**config.mk**
```make
export PLATFORM = sky130hd
export DESIGN_NAME = alu_scheduler
export DESIGN_NICKNAME = d
export VERILOG_FILES = /design/src/rtl/alu_scheduler.sv
export SDC_FILE = /design/constraint.sdc
export NUM_CORES = 1
export LEC_CHECK = 0
export CAP_MARGIN = 20
export CORE_MARGIN = 2
export CORE_UTILIZATION = 25
export DETAILED_ROUTE_END_ITERATION = 7
export GPL_TIMING_DRIVEN = 0
export SETUP_SLACK_MARGIN = 0.2
export SYNTH_ARGS = -nofsm -noshare
export SYNTH_HDL_FRONTEND = slang
export SYNTH_SLANG_ARGS = --single-unit
```
**constraint.sdc**
```tcl
create_clock -name clk -period 1.5 [get_ports clk]
set_clock_uncertainty 0.1 [all_clocks]
set_input_delay 0.225 -clock clk [delete_from_list [all_inputs] [get_ports clk]]
set_output_delay 0.225 -clock clk [all_outputs]
set_load 0.02 [all_outputs]
```
**src/rtl/alu_scheduler.sv**
```systemverilog
// Round-robin scheduler sharing one registered 8-bit ALU between two requesters.
// Optional macro ALU_SCHED_STATS_EN adds per-requester completed-op counters.
module alu_scheduler #(
    parameter int unsigned ALU_LATENCY = 1
) (
    input  logic        clk,
    input  logic        rst_n,
    input  logic        req0_valid,
    output logic        req0_ready,
    input  logic [7:0]  req0_x,
    input  logic [7:0]  req0_y,
    input  logic [3:0]  req0_op,
    input  logic        req1_valid,
    output logic        req1_ready,
    input  logic [7:0]  req1_x,
    input  logic [7:0]  req1_y,
    input  logic [3:0]  req1_op,
    output logic        rsp0_valid,
    input  logic        rsp0_ready,
    output logic        rsp1_valid,
    input  logic        rsp1_ready,
    output logic [8:0]  rsp_z,
    output logic [7:0]  alu_x,
    output logic [7:0]  alu_y,
    output logic [3:0]  alu_control,
    input  logic [8:0]  alu_z,
    output logic        busy
`ifdef ALU_SCHED_STATS_EN
    ,
    output logic [15:0] op_cnt0,
    output logic [15:0] op_cnt1
`endif
);

    typedef enum logic [1:0] {StIdle, StWait, StResp} state_e;

    state_e      state_q, state_d;
    logic        owner_q, owner_d;
    logic        last_q, last_d;
    logic [2:0]  cnt_q, cnt_d;
    logic [7:0]  alu_x_q, alu_x_d;
    logic [7:0]  alu_y_q, alu_y_d;
    logic [3:0]  alu_ctrl_q, alu_ctrl_d;
    logic [8:0]  rsp_z_q, rsp_z_d;

    logic any_req;
    logic grant;
    logic rsp_done;

    // On a tie the requester that did not win last time is granted.
    assign any_req  = req0_valid | req1_valid;
    assign grant    = (req0_valid & req1_valid) ? ~last_q : req1_valid;
    assign rsp_done = (state_q == StResp) && (owner_q ? rsp1_ready : rsp0_ready);

    always_ff @(posedge clk or negedge rst_n) begin
        if (!rst_n) begin
            state_q    <= StIdle;
            owner_q    <= 1'b0;
            last_q     <= 1'b1;
            cnt_q      <= 3'd0;
            alu_x_q    <= 8'd0;
            alu_y_q    <= 8'd0;
            alu_ctrl_q <= 4'd0;
            rsp_z_q    <= 9'd0;
        end else begin
            state_q    <= state_d;
            owner_q    <= owner_d;
            last_q     <= last_d;
            cnt_q      <= cnt_d;
            alu_x_q    <= alu_x_d;
            alu_y_q    <= alu_y_d;
            alu_ctrl_q <= alu_ctrl_d;
            rsp_z_q    <= rsp_z_d;
        end
    end

    always_comb begin
        state_d    = state_q;
        owner_d    = owner_q;
        last_d     = last_q;
        cnt_d      = cnt_q;
        alu_x_d    = alu_x_q;
        alu_y_d    = alu_y_q;
        alu_ctrl_d = alu_ctrl_q;
        rsp_z_d    = rsp_z_q;
        unique case (state_q)
            StIdle: begin
                if (any_req) begin
                    alu_x_d    = grant ? req1_x  : req0_x;
                    alu_y_d    = grant ? req1_y  : req0_y;
                    alu_ctrl_d = grant ? req1_op : req0_op;
                    owner_d    = grant;
                    last_d     = grant;
                    cnt_d      = 3'(ALU_LATENCY);
                    state_d    = StWait;
                end
            end
            StWait: begin
                if (cnt_q != 3'd0) begin
                    cnt_d = cnt_q - 3'd1;
                end else begin
                    rsp_z_d = alu_z;
                    state_d = StResp;
                end
            end
            StResp: begin
                if (rsp_done) begin
                    state_d = StIdle;
                end
            end
            default: state_d = StIdle;
        endcase
    end

    always_comb begin
        req0_ready = (state_q == StIdle) && any_req && !grant;
        req1_ready = (state_q == StIdle) && any_req && grant;
        rsp0_valid = (state_q == StResp) && !owner_q;
        rsp1_valid = (state_q == StResp) && owner_q;
        busy       = (state_q != StIdle);
    end

    assign alu_x       = alu_x_q;
    assign alu_y       = alu_y_q;
    assign alu_control = alu_ctrl_q;
    assign rsp_z       = rsp_z_q;

`ifdef ALU_SCHED_STATS_EN
    logic [15:0] op_cnt0_q, op_cnt0_d;
    logic [15:0] op_cnt1_q, op_cnt1_d;

    always_comb begin
        op_cnt0_d = op_cnt0_q;
        op_cnt1_d = op_cnt1_q;
        if (rsp_done && !owner_q && (op_cnt0_q != 16'hFFFF)) begin
            op_cnt0_d = op_cnt0_q + 16'd1;
        end
        if (rsp_done && owner_q && (op_cnt1_q != 16'hFFFF)) begin
            op_cnt1_d = op_cnt1_q + 16'd1;
        end
    end

    always_ff @(posedge clk or negedge rst_n) begin
        if (!rst_n) begin
            op_cnt0_q <= 16'd0;
            op_cnt1_q <= 16'd0;
        end else begin
            op_cnt0_q <= op_cnt0_d;
            op_cnt1_q <= op_cnt1_d;
        end
    end

    assign op_cnt0 = op_cnt0_q;
    assign op_cnt1 = op_cnt1_q;
`endif

endmodule

```
==> impl_metrics.yaml <==
status:
  failed_checks: "negative hold slack, negative setup slack"
  status: "finished, violations left"
logic_synthesis:
  synth_top_family_by_area: "compound AO/OA/AOI/OAI gates"
  synth-xor-area-share: 0
  synth-seq-cells: 36
  netlist-cell-type-count: 26
  yosysWarnings: 0
  syn_nets: 224
  avgSynthCellArea_um2: 10.2
  synthMuxAreaShare: 0.0664
  syn-cell-area_um2: 1700
  synth_fa_ha_area_frac: 0.0148
  synth_compound_area_frac: 0.198
  synthCells: 167
  ys_seq_area_frac: 0.532
  synthSimpleGateAreaFrac: 0.0546
place:
  portBuffers: 88
  dp_cells: 335
  gp_congestion: 0.697
  dpl.hpwl_um: 3180
sta:
  holdWs_ns: -0.0598
  max_freq_mhz: 610
  finalSetupViolCount: 32
  layout_min_cycle_time_ns: 1.64
  worstMarginPinSlew_ns: 0.824
  setup_slack_ns: -0.138
  period_share: 1.09
  maxSlewViolCount: 0
  tns_ns: -2.41
  final-hold-violation-count: 35
  grt_setup_unrepaired: "true"
  max_slew_margin: 0.450
finish:
  diodes: 0
  final_core_util: 0.449
  drive_gt1_frac: 0.364
  nets: 332
  finalNonFillerCells: 355
  area_growth_pct: 76.8
floorplanning:
  die_h_um: 86.4
  pin_count: 89
  dieArea_um2: 7460
  core-area_um2: 6680
  die_w_um: 86.4
  row_count: 30
  start_util: 0.254
detailed_routing:
  drc_errors: 0
  drtIter0Drc: 42
  drt_wl_total_um: 4730
  dr_wl_met2_um: 2360
  viasPerCell: 4.48
  wl_per_cell_um: 13.3
  antenna_left: 0
  vias: 1589
  dr.pass1.iters: 4
  wl_met3_um: 269
  drt-met1-wl_um: 2080
  highest_layer: "met4"
grt:
  grt_pass1_wl_um: 7820
  grt_usage: 0.131
  grt_start_max_net_pins: 37
  antenna_found_initial: 0
  grt_overflow: 0
  grt_pass1_vias: 1625
worst_setup_path:
  critPathLaunchType: "register"
  required_ns: 1.17
  crit_start: "last_q$_DFFE_PN1P_"
  path_max_fanout: 3
  cp-end-kind: "output pin"
  setup.worst_path.class: "register to output pin"
  worstPathArrival_ns: 1.31
  rr_worst_depth: 6
  reg2reg_from: "last_q$_DFFE_PN1P_"
clock_network:
  clock-root-buffer: "clkbuf_8"
  clk_pin_slew_worst_paths_ns: 0.07
  h-tree-depth: 2
  cts_buffer_depth: 2
  cts_num_sinks: 36
  worstSkewPairLatency_ns: 0.28
  cts_buffers: 5
  cts_tree: "done"
power_and_ir_drop:
  seq_power_share: 0.300
  ir_drop_uv: 668
  combPwrFrac: 0.590
  total_power_mw: 5.82
  p_per_area_nw_per_um2: 1940
  p_switching_mw: 2.28
  switching_share: 0.391
  p_leak_nw: 1.46
  intPower_mw: 3.55
  p_clk_frac: 0.110
worst_hold_path:
  hold_class: "input port to async pin"
flow_run:
  drv_cap: 0
logic make-up (layout without fill, tap and decap cells):
logic type / after synthesis / count (layout)
adder cells (fa/ha/maj): 2 / 2
multiplexers: 10 / 10
AO/OA/AOI/OAI: 48 / 48
AND/OR/NAND/NOR: 15 / 15
buffers and inverters: 56 / 164
flip-flops: 36 / 36
power by group through the flow:
stage / Sequential [mW] / Combinational (mW) / Clock, mW
floorplan: 2.19 / 1.30 / 0
global placement: 1.73 / 3.02 / 0
detailed placement: 1.73 / 3.06 / 0
CTS: 1.75 / 3.57 / 0.681
global route: 1.81 / 3.72 / 0.721
finish: 1.75 / 3.44 / 0.641
critical path: stages (launching register included):
cell      delay [ns]
dfstp_2         0.55
nand2b_4        0.13
nand3_4         0.08
buf_6           0.13
inv_2           0.04
buf_6           0.10
metal layers:
metal	track usage	up-vias
met4	0.0270	0
met3	0.0295	3
li1	-	782
met5	0	-
met1	0.168	754
met2	0.227	50
final cells by class:
class | count | area [um^2]
Clock buffer | 6 | 72.6
Timing Repair Buffer | 101 | 903
Multi-Input combinational cell | 75 | 723
Sequential cell | 36 | 903
Inverter | 47 | 179
Clock inverter | 1 | 5.00
Tap cell | 80 | 100
Fill cell | 639 | 3680
Buffer | 9 | 111
cells in the mapped netlist (all sizes together):
cell type / n / area share
inv: 47 / 0.10
dfrtp: 35 / 0.52
ha: 2 / 0.015
o21bai: 1 / 0.0044
clkbuf: 3 / 0.0074
o41ai: 1 / 0.0052
o21ba: 1 / 0.0059
o21ai: 22 / 0.065
nand2: 3 / 0.0066
buf: 6 / 0.023
nand2b: 3 / 0.015
dfstp: 1 / 0.016
o32ai: 1 / 0.0052
nor2b: 2 / 0.013
nor3: 1 / 0.0029
nand3: 2 / 0.0059
nor2: 4 / 0.010
o221ai: 21 / 0.11
mux2: 10 / 0.066
o22ai: 1 / 0.0037
worst paths after layout:
path	to	slack, ns
hold / removal	rsp_z[2]$_DFFE_PN0P_	-0.06
max in group asynchronous	state_q[0]$_DFFE_PN0P_	0.79
min in group clk	alu_y[7]$_DFFE_PN0P_	0.40
setup reg to reg	alu_y[7]$_DFFE_PN0P_	-0.12
hold reg to reg	alu_y[7]$_DFFE_PN0P_	0.40
setup / recovery	req0_ready	-0.14
flip-flops by register name, summed over array words and instances (netlist names):
register	cells
owner_q	1
alu_control	4
rsp_z	9
last_q	1
alu_y	8
alu_x	8
state_q	2
cnt_q	3
cells in the final DEF, fill, tap and decap left out, drive strengths merged:
cell,netlist,layout
inv,47,47
o221ai,21,21
dfrtp,35,35
clkdlybuf4s15,0,5
clkbuf,3,33
dfstp,1,1
clkinv,0,1
ha,2,2
o21bai,1,1
nand2,3,3
o32ai,1,1
nor2,4,4
o41ai,1,1
nor3,1,1
nand3,2,2
mux2,10,10
nand2b,3,3
bufbuf,0,1
buf,6,24
clkdlybuf4s50,0,53
nor2b,2,2
o22ai,1,1
o21ai,22,22
o21ba,1,1
what timing repair did:
action | CTS | global route
pin swaps | 4 | 5
setup buffers | 9 | 2
endpoints found under the hold margin | 35 | 18
endpoints found under the setup margin | 67 | 65
resized for setup | 135 | 27
cloned | 2 | 0
per-stage QoR:
step	cell area (um^2)	worst slack, ns	hold slack, ns
2_1_floorplan	1750	-0.0271	-0.171
3_3_place_gp	2730	-0.807	0.372
3_5_place_dp	2720	-0.660	0.267
4_1_cts	3090	-0.148	-0.0424
5_1_grt	3000	-0.194	-0.0119
6_report	3000	-0.138	-0.0598
No activity file was read; power rests on OpenSTA's default activity.
